## src/rtl/alu_arbiter_if.sv

```systemverilog
`default_nettype none
//------------------------------------------------------------------------------
// Module   : alu_arbiter_if
// Purpose  : Handshake bundle between two ALU requesters, one response
//            consumer and the shared-ALU arbiter.
// Signals  : req0_* / req1_*  valid, a, b, ctrl (to arbiter), ready (from it)
//            rsp_*            valid, id, result, zero (from arbiter),
//                             ready (to arbiter)
//            busy             arbiter has an operation in flight
// Modports : slave  - the arbiter side
//            master - the requester/consumer side
// Revision : 1.0  initial release
//------------------------------------------------------------------------------
interface alu_arbiter_if;

   logic        req0_valid;
   logic [31:0] req0_a;
   logic [31:0] req0_b;
   logic [2:0]  req0_ctrl;
   logic        req0_ready;

   logic        req1_valid;
   logic [31:0] req1_a;
   logic [31:0] req1_b;
   logic [2:0]  req1_ctrl;
   logic        req1_ready;

   logic        rsp_valid;
   logic        rsp_ready;
   logic        rsp_id;
   logic [31:0] rsp_result;
   logic        rsp_zero;

   logic        busy;

   modport slave (
      input  req0_valid, req0_a, req0_b, req0_ctrl,
      output req0_ready,
      input  req1_valid, req1_a, req1_b, req1_ctrl,
      output req1_ready,
      output rsp_valid, rsp_id, rsp_result, rsp_zero,
      input  rsp_ready,
      output busy
   );

   modport master (
      output req0_valid, req0_a, req0_b, req0_ctrl,
      input  req0_ready,
      output req1_valid, req1_a, req1_b, req1_ctrl,
      input  req1_ready,
      input  rsp_valid, rsp_id, rsp_result, rsp_zero,
      output rsp_ready,
      input  busy
   );

endinterface
`default_nettype wire

```

## src/rtl/alu_arbiter.sv

```systemverilog
`default_nettype none
//------------------------------------------------------------------------------
// Module   : alu_arbiter
// Purpose  : Shares one combinational 32-bit ALU between two requesters.
//            Arbitrates (round-robin or fixed priority), latches the winning
//            operands, executes, and returns a registered result tagged with
//            the requester id. One operation in flight at a time.
// Ports    : clk    - clock, rising edge
//            rst_n  - asynchronous active-low reset
//            bus    - alu_arbiter_if.slave (request/response handshakes, busy)
// Params   : FIXED_PRIO - 0: round-robin on ties, 1: requester 0 wins ties
// Revision : 1.0  initial release
//------------------------------------------------------------------------------
module alu_arbiter #(
   parameter int unsigned FIXED_PRIO = 0
) (
   input  logic        clk,
   input  logic        rst_n,
   alu_arbiter_if.slave bus
);

   // ALU operation encodings; every code from 3'b100 up is unsigned set-less-than
   localparam logic [2:0] c_OP_ADD = 3'b000;
   localparam logic [2:0] c_OP_SUB = 3'b001;
   localparam logic [2:0] c_OP_AND = 3'b010;
   localparam logic [2:0] c_OP_OR  = 3'b011;

   typedef enum logic [1:0] {
      ST_IDLE = 2'd0,
      ST_EXEC = 2'd1,
      ST_RESP = 2'd2
   } state_t;

   state_t      r_state;
   logic        r_last_grant;
   logic [31:0] r_a;
   logic [31:0] r_b;
   logic [2:0]  r_ctrl;
   logic        r_id;
   logic [31:0] r_result;
   logic        r_zero;
   logic        r_rsp_valid;
   logic        r_busy;

   logic        w_grant_id;
   logic        w_accept;
   logic [31:0] w_alu_result;

   //---------------------------------------------------------------------------
   // Arbitration. On a tie the round-robin mode picks the requester that did
   // not win last time; last_grant resets to 1 so requester 0 wins the first
   // tie after reset.
   //---------------------------------------------------------------------------
   always_comb begin
      w_grant_id = 1'b0;
      if (bus.req0_valid && bus.req1_valid) begin
         w_grant_id = (FIXED_PRIO != 0) ? 1'b0 : ~r_last_grant;
      end else if (bus.req1_valid) begin
         w_grant_id = 1'b1;
      end
   end

   // Accepting only from IDLE keeps a new request from overlapping the
   // response of the previous one.
   assign w_accept       = (r_state == ST_IDLE) && (bus.req0_valid || bus.req1_valid);
   assign bus.req0_ready = w_accept && !w_grant_id;
   assign bus.req1_ready = w_accept &&  w_grant_id;

   //---------------------------------------------------------------------------
   // Shared ALU, fed only from the latched operands so requester inputs can
   // change freely after the accept cycle.
   //---------------------------------------------------------------------------
   always_comb begin
      w_alu_result = '0;
      case (r_ctrl)
         c_OP_ADD: w_alu_result = r_a + r_b;
         c_OP_SUB: w_alu_result = r_a - r_b;
         c_OP_AND: w_alu_result = r_a & r_b;
         c_OP_OR:  w_alu_result = r_a | r_b;
         default:  w_alu_result = {31'd0, (r_a < r_b)};
      endcase
   end

   //---------------------------------------------------------------------------
   // Control FSM with registered response and busy outputs.
   //---------------------------------------------------------------------------
   always_ff @(posedge clk or negedge rst_n) begin
      if (!rst_n) begin
         r_state      <= ST_IDLE;
         r_last_grant <= 1'b1;
         r_a          <= '0;
         r_b          <= '0;
         r_ctrl       <= '0;
         r_id         <= 1'b0;
         r_result     <= '0;
         r_zero       <= 1'b0;
         r_rsp_valid  <= 1'b0;
         r_busy       <= 1'b0;
      end else begin
         case (r_state)
            ST_IDLE: begin
               if (w_accept) begin
                  r_a          <= w_grant_id ? bus.req1_a    : bus.req0_a;
                  r_b          <= w_grant_id ? bus.req1_b    : bus.req0_b;
                  r_ctrl       <= w_grant_id ? bus.req1_ctrl : bus.req0_ctrl;
                  r_id         <= w_grant_id;
                  r_last_grant <= w_grant_id;
                  r_busy       <= 1'b1;
                  r_state      <= ST_EXEC;
               end
            end
            ST_EXEC: begin
               r_result    <= w_alu_result;
               r_zero      <= (w_alu_result == 32'd0);
               r_rsp_valid <= 1'b1;
               r_state     <= ST_RESP;
            end
            ST_RESP: begin
               // Response fields hold their values until the consumer takes them
               if (bus.rsp_ready) begin
                  r_rsp_valid <= 1'b0;
                  r_busy      <= 1'b0;
                  r_state     <= ST_IDLE;
               end
            end
            default: begin
               r_rsp_valid <= 1'b0;
               r_busy      <= 1'b0;
               r_state     <= ST_IDLE;
            end
         endcase
      end
   end

   assign bus.rsp_valid  = r_rsp_valid;
   assign bus.rsp_id     = r_id;
   assign bus.rsp_result = r_result;
   assign bus.rsp_zero   = r_zero;
   assign bus.busy       = r_busy;

endmodule
`default_nettype wire

```

## src/flat_wrapper.sv

```systemverilog
// flat-port wrapper written by rule: the top's interface ports become plain ports
module alu_arbiter_flat 
#(
   parameter int unsigned FIXED_PRIO = 0
)
  (clk, rst_n, bus_req0_valid, bus_req0_a, bus_req0_b, bus_req0_ctrl, bus_req0_ready, bus_req1_valid, bus_req1_a, bus_req1_b, bus_req1_ctrl, bus_req1_ready, bus_rsp_valid, bus_rsp_id, bus_rsp_result, bus_rsp_zero, bus_rsp_ready, bus_busy);
  alu_arbiter_if bus_i ();
  input  logic clk;
  input  logic rst_n;
  input wire logic [$bits(bus_i.req0_valid)-1:0] bus_req0_valid;
  input wire logic [$bits(bus_i.req0_a)-1:0] bus_req0_a;
  input wire logic [$bits(bus_i.req0_b)-1:0] bus_req0_b;
  input wire logic [$bits(bus_i.req0_ctrl)-1:0] bus_req0_ctrl;
  output wire logic [$bits(bus_i.req0_ready)-1:0] bus_req0_ready;
  input wire logic [$bits(bus_i.req1_valid)-1:0] bus_req1_valid;
  input wire logic [$bits(bus_i.req1_a)-1:0] bus_req1_a;
  input wire logic [$bits(bus_i.req1_b)-1:0] bus_req1_b;
  input wire logic [$bits(bus_i.req1_ctrl)-1:0] bus_req1_ctrl;
  output wire logic [$bits(bus_i.req1_ready)-1:0] bus_req1_ready;
  output wire logic [$bits(bus_i.rsp_valid)-1:0] bus_rsp_valid;
  output wire logic [$bits(bus_i.rsp_id)-1:0] bus_rsp_id;
  output wire logic [$bits(bus_i.rsp_result)-1:0] bus_rsp_result;
  output wire logic [$bits(bus_i.rsp_zero)-1:0] bus_rsp_zero;
  input wire logic [$bits(bus_i.rsp_ready)-1:0] bus_rsp_ready;
  output wire logic [$bits(bus_i.busy)-1:0] bus_busy;
  assign bus_i.req0_valid = bus_req0_valid;
  assign bus_i.req0_a = bus_req0_a;
  assign bus_i.req0_b = bus_req0_b;
  assign bus_i.req0_ctrl = bus_req0_ctrl;
  assign bus_req0_ready = bus_i.req0_ready;
  assign bus_i.req1_valid = bus_req1_valid;
  assign bus_i.req1_a = bus_req1_a;
  assign bus_i.req1_b = bus_req1_b;
  assign bus_i.req1_ctrl = bus_req1_ctrl;
  assign bus_req1_ready = bus_i.req1_ready;
  assign bus_rsp_valid = bus_i.rsp_valid;
  assign bus_rsp_id = bus_i.rsp_id;
  assign bus_rsp_result = bus_i.rsp_result;
  assign bus_rsp_zero = bus_i.rsp_zero;
  assign bus_i.rsp_ready = bus_rsp_ready;
  assign bus_busy = bus_i.busy;
  alu_arbiter #(.FIXED_PRIO(FIXED_PRIO)) u_core (.clk(clk), .rst_n(rst_n), .bus(bus_i));
endmodule
```

## config.mk

```make
export PLATFORM = sky130hd
export DESIGN_NAME = alu_arbiter_flat
export DESIGN_NICKNAME = d
export VERILOG_FILES = /design/src/rtl/alu_arbiter_if.sv /design/src/rtl/alu_arbiter.sv /design/src/flat_wrapper.sv
export SDC_FILE = /design/constraint.sdc
export NUM_CORES = 1
export LEC_CHECK = 0
export ABC_AREA = 1
export CAP_MARGIN = 25
export CORE_MARGIN = 4
export CORE_UTILIZATION = 26
export CTS_BUF_LIST = sky130_fd_sc_hd__clkbuf_8
export DETAILED_ROUTE_END_ITERATION = 8
export PLACE_DENSITY_LB_ADDON = 0.25
export SYNTH_ARGS = -nofsm -noshare
export SYNTH_HDL_FRONTEND = slang
export SYNTH_SLANG_ARGS = --single-unit
```

## constraint.sdc

```tcl
create_clock -name clk -period 2.8 [get_ports clk]
set_input_delay 0.56 -clock clk [delete_from_list [all_inputs] [get_ports clk]]
set_output_delay 0.56 -clock clk [all_outputs]
set_load 0.02 [all_outputs]
```

**Word level (Yosys, flattened, before mapping)**

Cells that the tools add are included.
W data, S select, Z words.

- Flip-flop bits (word level): 106
- Output and inout bits: 38
- Word-level logic and storage cells: 51

- $add $sub $neg: 2
- Equal/unequal tests: 7
- Order comparisons: 1
- Bitwise operators: 5
- Mux-type cells: 13
- Reductions and logical operators: 13

Operators by type and width:

| cell | count |
|---|---|
| $pmux W32 S4 | 1 |
| $mux W32 | 2 |
| $add A32 B32 Y32 | 1 |
| $and A32 B32 Y32 | 1 |
| $logic_not A32 Y1 | 1 |
| $lt A32 B32 Y1 | 1 |
| $or A32 B32 Y32 | 1 |
| $sub A32 B32 Y32 | 1 |
| $eq A3 B2 Y1 const B | 2 |
| $pmux W1 S3 | 2 |
| $pmux W2 S3 | 1 |
| $reduce_and A2 Y1 | 3 |
| $logic_and A1 B1 Y1 | 4 |
| $mux W1 | 4 |
| $mux W2 | 2 |
| $eq A3 B1 Y1 const B | 1 |
| $logic_not A3 Y1 | 1 |
| $mux W3 | 1 |
| $not A1 Y1 | 3 |
| $reduce_and A3 Y1 | 1 |
| $eq A2 B1 Y1 const B | 1 |
| $eq A2 B2 Y1 const B | 1 |
| $logic_not A2 Y1 | 1 |
| $ne A2 B1 Y1 const B | 1 |
| 3 further kinds | 3 |

**Logic depth before layout (Yosys ltp)**

Gate-level depths: netlist of the first run.

- Depth after elaboration: 4
- Depth in mapped cells: 22
- Depth with buffers taken out: 22

**Worst setup path before layout of the first run**

No wires, ideal clock.

- Path type: flip-flop to flip-flop
- From: reg u_core.r_b[0]
- To: reg u_core.r_zero (netlist: u_core.bus.rsp_zero)
- Required time: 2735 ps
- Period minus slack after synthesis: 2232 ps
- Data arrival time: 2168 ps
- Buffers on the path: 0
- Setup time: 65 ps
- Slack: 568 ps
- Cell stages (with the launch flop): 21
- Path through: dfrtp_1 ha_1 inv_1 fa_1 inv_1 nand3_1 nand3_1 nand2_1 nand2_2 nand2_1 nand2_1 nand2_1 nand2_1 nand2_1 nand3_1 nand2_1 nor2_1 nand3_1 nor2_1 nand2_1 nand2_1

- Word-level cells in the longest chain between the ends: 3

RTL lines:

| element | line | source |
|---|---|---|
| from (decl) | alu_arbiter.sv:37 | `logic [31:0] r_b;` |
| from (signal assigned) | alu_arbiter.sv:104 | `r_b <= w_grant_id ? bus.req1_b : bus.req0_b;` |
| $sub A32 B32 Y32 (tied with other cells) | alu_arbiter.sv:77 | `c_OP_SUB: w_alu_result = r_a - r_b;` |
| $pmux W32 S4 * | alu_arbiter.sv:75 | `case (r_ctrl)` |
| $logic_not A32 Y1 * | alu_arbiter.sv:114 | `r_zero <= (w_alu_result == 32'd0);` |
| to (signal assigned) | alu_arbiter.sv:114 |  |
| to (decl) | alu_arbiter.sv:41 | `logic r_zero;` |

Every way passes the cells marked *; elsewhere a longest branch is shown, timed or not.
A chain may end at the register's enable or synchronous reset.

**Worst setup path after layout of the first run**

- From: reg u_core.r_b[8]
- To: reg u_core.r_zero (netlist: u_core.bus.rsp_zero)

Same word-level chain as after synthesis.

==> summary.txt, run 1 <==
Status
  • Outcome: finished clean

Final layout
  • Commonest non-fill, non-tap cell in the layout: nand2_1
  • Area Overhead vs Synth: 38.6%
  • Diode count: 0
  • Final non-filler cell total: 2673
  • Fill cell count: 4526
  • Final Cell Area: 15100 sq um
  • Most frequent cells in the layout: 624 x nand2_1, 295 x inv_1, 231 x buf_4
  • Layout cells sized above 1: 15.9%
  • Net count, final: 2384

Logic synthesis
  • Post-synth EDFFs: 0
  • Mapped Cells: 1776
  • Post-synthesis sequential area ratio: 24.4%
  • Syn nets: 2022
  • Syn_area_per_cell: 6.12 sq um
  • Ys Warns: 0
  • Post-synthesis register bit count: 106
  • Synth Flop Type: dfrtp_1
  • Yosys cell types: 42
  • Synth async-reset ratio: 100%
  • Synth area leader: dfrtp_1
  • Netlist Area Pre-Place: 10900 sq um
  • Top cells by area, synth: dfrtp_1 24%, nand2_1 22%, ha_1 12%, inv_1 10%, nor2_1 5.9%
  • Synth top area share: 24.2%

Route
  • First-pass iteration count of the detailed router: 6
  • DR WL/cell: 16.0 um
  • Starting DRT DRC Count: 882
  • Routed wl met3: 2140 um
  • Via Count: 12167
  • Post-route ant nets: 0
  • Via density: 4.55
  • Final wirelength: 42600 um
  • M1 WL: 21500 um
  • DR top layer: met4
  • Metal2 WL: 18500 um
  • Post-route DRC: 0

Floorplan
  • Chip width: 212 um
  • DIE HEIGHT: 212 um
  • Initial core utilization: 26.4%
  • Num rows: 74
  • Top Ports: 177
  • Core box area: 41100 sq um
  • Die ar.: 45200 sq um

Timing
  • RSZ-0062 raised after global routing: true
  • Tcrit/Tclk final: 97.6%
  • Crit path time final: 2.73 ns
  • Worst Skew: 0.0108 ns
  • Final Setup Violations: 0
  • Worst slew pin tran: 0.786 ns
  • Fmax: 366 MHz
  • Final Hold Fails: 0
  • Slew Limit Headroom: 47.6%
  • Max Transition Viols Final: 0
  • Fin worst setup slack: 0.0667 ns

Place
  • Dpl hpwl: 36400 um
  • Buffers on Ports: 176
  • Placed Area: 14700 sq um
  • GPL Wtd Cong: 0.967
  • Place WS: -0.277 ns
  • Post-Place Cells: 2656

Clocking
  • Clock-pin slew on the worst setup and hold paths: 0.10 ns
  • Clk root buf: clkbuf_8
  • TritonCTS buffer count: 9
  • Hold_buf cts: 0
  • Clk sinks: 106
  • CTS tree: built
  • H-tree levels: 3
  • Worst-case clock buffer depth: 2
  • Clk_lat worst skew: 0.44 ns

Worst setup path
  • CP max FO: 7
  • Critical Path AT: 3.11 ns
  • Startpoint Class: flop
  • CP endpoint kind: flop
  • Critical Path RT: 3.18 ns
  • Critical path class: reg2reg

GRT
  • Global-route usage over all layers: 18.9%
  • Number of global-route vias before repair: 11825
  • First-pass GRT wire length: 65800 um
  • Grt ovf: 0
  • Largest net degree at the start of global routing: 69
  • Initial antenna violation count: 0

Pwr
  • P per Cell Area: 1460 nW/um^2
  • Cell internal pwr: 10200 uW
  • Clk pwr share: 4.6%
  • Flop pwr share: 12.1%
  • Comb power frac: 83.3%
  • NetSw: 11900 uW
  • Max VDD drop: 466 uV
  • Sw frac: 54.0%
  • Lkg Pwr: 0.00785 uW

Flow run
  • MaxCap Viol Count: 0

Min path
  • Worst hold-check path type: in2async
## Yosys cell counts, types with 3 or more instances
master and count:
buf_1 3, o22ai_1 3, nand2_2 8, buf_6 7, clkbuf_1 18, o21bai_1 9, or2_2 3, nor3_1 9
nand3_2 5, dfrtp_1 105, nand4_1 21, nand3_1 116, inv_2 6, nand2_1 628, ha_1 105, buf_4 7
clkbuf_8 3, inv_1 296, nor2_1 172, nor2_2 16, buf_2 21, o211ai_1 68, nor3_2 3, o21ai_0 41
a21oi_1 81
## per-layer routing
metal | up-vias | global-route usage [%]
li1 | 6229 | -
met2 | 306 | 29.1
met4 | 0 | 4.18
met1 | 5613 | 28.3
met3 | 19 | 2.15
met5 | - | 0
## cells by family (layout without fill, tap and decap cells)
family | count (synthesis) | after routing | synth area share (%)
simple gates | 990 | 990 | 37.7
buf+inv | 363 | 728 | 13.9
compound gates | 210 | 210 | 11.6
fa+ha+maj | 107 | 107 | 12.5
flops | 106 | 106 | 24.4
## power groups by stage
stage	Sequential (uW)	Combinational, uW	Clock (uW)
global route	2760	20300	1140
global placement	2690	17800	0
detailed placement	2710	17900	0
CTS	2680	17900	1100
finish	2660	18400	1020
floorplan	2890	9780	0
## repair_timing
action / CTS / global route
pin swaps: 1 / 6
setup endpoints to repair: 3 / 10
buffers inserted: 0 / 3
gates resized for setup: 4 / 47
## area by class of cell
cell class	instances	area, sq um	area share (%)
multi-input combinational	1307	6840	45.4
inverter	303	1140	7.55
timing repair buffer	411	3580	23.7
clock buffer	11	151	1.00
tap	532	666	4.42
clock inverter	3	41.3	0.274
sequential	106	2650	17.6
## sequential cells by signal, summed over array words and instances (netlist names)
signal                 cells
u_core.bus.rsp_result     32
u_core.bus.rsp_valid       1
u_core.r_state             2
u_core.r_last_grant        1
u_core.bus.rsp_zero        1
u_core.r_b                32
u_core.bus.busy            1
u_core.r_ctrl              3
u_core.bus.rsp_id          1
u_core.r_a                32
## path summary, 6_finish.rpt
path	from	endpoint	slack [ns]	cells after the start
min in group clk	u_core.r_last_grant	u_core.r_last_grant	0.47	2
max	u_core.r_b[8]	u_core.bus.rsp_zero	0.07	19
min	rst_n	u_core.bus.rsp_result[23]	0.06	1
min reg2reg	u_core.r_last_grant	u_core.r_last_grant	0.47	2
max reg2reg	u_core.r_b[8]	u_core.bus.rsp_zero	0.07	19
max in group asynchronous	rst_n	u_core.r_last_grant	1.98	2
## stage by stage
step	total power [uW]	util (%)	setup TNS, ns	hold slack (ns)
4_1_cts	21700	36.3	0	0.0250
5_1_grt	24300	36.7	-0.141	0.0763
6_report	22100	36.7	0	0.0631
3_5_place_dp	20600	35.9	-3.07	0.457
3_3_place_gp	20500	35.9	-4.42	0.462
2_1_floorplan	12700	-	0	0.264
## worst max-delay path: stages, from the launching register on
cell	delay, ns
dfrtp_1	0.36
inv_1	0.06
ha_1	0.50
nand2_1	0.17
nor2_1	0.20
nand3_1	0.10
nand3_1	0.23
nand2_1	0.13
nand2_1	0.09
nand2_1	0.05
nand3_1	0.06
nand2_1	0.08
nor2_1	0.11
buf_4	0.16
nand2_1	0.05
nor2_1	0.08
nand2_1	0.05
nor2_1	0.08
nand2_1	0.05
nand2_1	0.05
(Power assumes the default switching activity.)
==> run 2: changes to the inputs <==
--- a/config.mk
+++ b/config.mk
@@ -7,8 +7,10 @@
 export LEC_CHECK = 0
 export ABC_AREA = 1
 export CAP_MARGIN = 25
+export CELL_PAD_IN_SITES_DETAIL_PLACEMENT = 0
+export CELL_PAD_IN_SITES_GLOBAL_PLACEMENT = 1
 export CORE_MARGIN = 4
-export CORE_UTILIZATION = 26
+export CORE_UTILIZATION = 39
 export CTS_BUF_LIST = sky130_fd_sc_hd__clkbuf_8
 export DETAILED_ROUTE_END_ITERATION = 8
 export PLACE_DENSITY_LB_ADDON = 0.25
==> run 2 against run 1 <==
Against the previous run: clock skew increased by 0.019 ns; sequential share of layout area increased by 0.20 points; power increased by 0.65%; first-iteration DRC count decreased by 5.6%; utilization increased by 18 points; sequential power about the same; highest routed layer unchanged; via count decreased by 1.4%; die area decreased by 32%; fmax increased by 3.1%; critical path type is now in2out; flip-flop and latch count unchanged; worst hold slack improved by 0.023 ns.
==> summary.txt, run 2 (synthesized netlist as in run 1, its figures left out) <==
Status
  • Outcome: finished clean

Timing
  • Final Setup Violations: 0
  • Crit path time final: 2.65 ns
  • Tcrit/Tclk final: 94.7%
  • Fin worst setup slack: 0.148 ns
  • Fmax: 377 MHz
  • Worst Skew: 0.0300 ns
  • Max Transition Viols Final: 0
  • Worst slew pin tran: 0.744 ns
  • Final Hold Fails: 0
  • RSZ-0062 raised after global routing: true
  • Slew Limit Headroom: 50.4%

Clocking
  • CTS tree: built
  • Clk root buf: clkbuf_8
  • Clock-pin slew on the worst setup and hold paths: 0.12 ns
  • Clk_lat worst skew: 0.41 ns
  • TritonCTS buffer count: 9
  • Clk sinks: 106
  • Hold_buf cts: 0
  • H-tree levels: 3
  • Worst-case clock buffer depth: 2

Min path
  • Worst hold-check path type: in2async

Route
  • Starting DRT DRC Count: 833
  • Post-route DRC: 0
  • Final wirelength: 40800 um
  • DR WL/cell: 16.5 um
  • Via density: 4.86
  • First-pass iteration count of the detailed router: 5
  • Via Count: 12001
  • Post-route ant nets: 0

Final layout
  • Net count, final: 2339
  • Layout cells sized above 1: 16.3%
  • Commonest non-fill, non-tap cell in the layout: nand2_1
  • Diode count: 0
  • Area Overhead vs Synth: 37.0%
  • Most frequent cells in the layout: 617 x nand2_1, 293 x inv_1, 178 x buf_4

Floorplan
  • DIE HEIGHT: 175 um
  • Die ar.: 30600 sq um
  • Num rows: 60
  • Core box area: 27200 sq um
  • Initial core utilization: 40.0%
  • Top Ports: 177
  • Chip width: 175 um

Pwr
  • Lkg Pwr: 0.00774 uW
  • Max VDD drop: 1190 uV
  • Tot Pwr: 22200 uW
  • P per Cell Area: 1490 nW/um^2

Flow run
  • MaxCap Viol Count: 0

Place
  • Place WS: -0.345 ns
  • Dpl hpwl: 34600 um
  • Buffers on Ports: 176
  • GPL Wtd Cong: 0.958

Worst setup path
  • Critical path class: in2out
  • CP max FO: 3
  • Critical Path RT: 2.24 ns
  • Critical Path AT: 2.09 ns
  • CP endpoint kind: output port
  • Startpoint Class: input port

GRT
  • Largest net degree at the start of global routing: 69
  • Global-route usage over all layers: 26.0%
  • First-pass GRT wire length: 62200 um
  • Initial antenna violation count: 0
  • Grt ovf: 0
  • Number of global-route vias before repair: 11339
-- run 2: cell count changes in the layout (fill, tap and decap cells not counted), sizes merged --
cell and delta:
dlygate4sd2 +1, clkinv +3, clkbuf -3, clkinvlp -1, inv +3, bufinv -1
buf -45
-- run 2: metrics by stage --
step	instances	util (%)	cell area, sq um	hold WS, ns	setup TNS (ns)
after global routing	2470	54.8	14900	0.0916	-0.00476
after floorplan	1776	-	10900	0.264	0
after detailed placement	2449	52.6	14300	0.464	-7.37
after global placement	2449	52.6	14300	0.462	-4.80
final	2470	54.8	14900	0.0859	0
after CTS	2465	53.3	14500	0.0816	0
-- run 2: layout make-up --
class | count | area [sq um]
inverter | 303 | 1140
sequential | 106 | 2650
multi-input combinational | 1307 | 7120
tap | 372 | 465
clock inverter | 7 | 58.8
clock buffer | 9 | 124
fill | 2836 | 12300
timing repair buffer | 366 | 3340
-- run 2: worst paths after layout --
kind | start | endpoint | slack [ns] | cells past startpoint
worst min-delay path | rst_n | u_core.bus.rsp_result[1] | 0.09 | 1
min in group clk | u_core.bus.rsp_result[15] | u_core.bus.rsp_result[15] | 0.48 | 2
worst max-delay path | bus_rsp_ready | bus_req0_ready | 0.15 | 9
max in group asynchronous | rst_n | u_core.r_b[24] | 1.93 | 2
worst min register to register | u_core.bus.rsp_result[15] | u_core.bus.rsp_result[15] | 0.48 | 2
worst max register to register | u_core.r_b[0] | u_core.bus.rsp_zero | 0.17 | 17
-- run 2: per-layer routing --
layer / vias to the layer above / global-route usage, % / routed length (um)
met3: 24 / 2.77 / 2440
met5: - / 0 / 0
met2: 364 / 39.0 / 16900
li1: 6133 / - / -
met4: 0 / 4.32 / 533
met1: 5480 / 40.9 / 20900
-- run 2: repair_timing --
item,in CTS,in global routing
pin swaps,1,6
setup endpoints to repair,3,9
buffers inserted,0,5
gates resized for setup,8,104
-- run 2: power breakdown --
part | switching (uW) | internal (uW)
Combinational | 11200 | 7400
Clock | 636 | 343
Sequential | 392 | 2240
Total | 12200 | 9990
-- run 2: worst max-delay path: stages --
cell	delay, ns
clkdlybuf4s50_1	0.45
nor3_1	0.05
buf_4	0.16
a211oi_2	0.20
nand2_1	0.16
inv_2	0.08
nand2_1	0.05
inv_2	0.06
dlygate4sd2_1	0.33
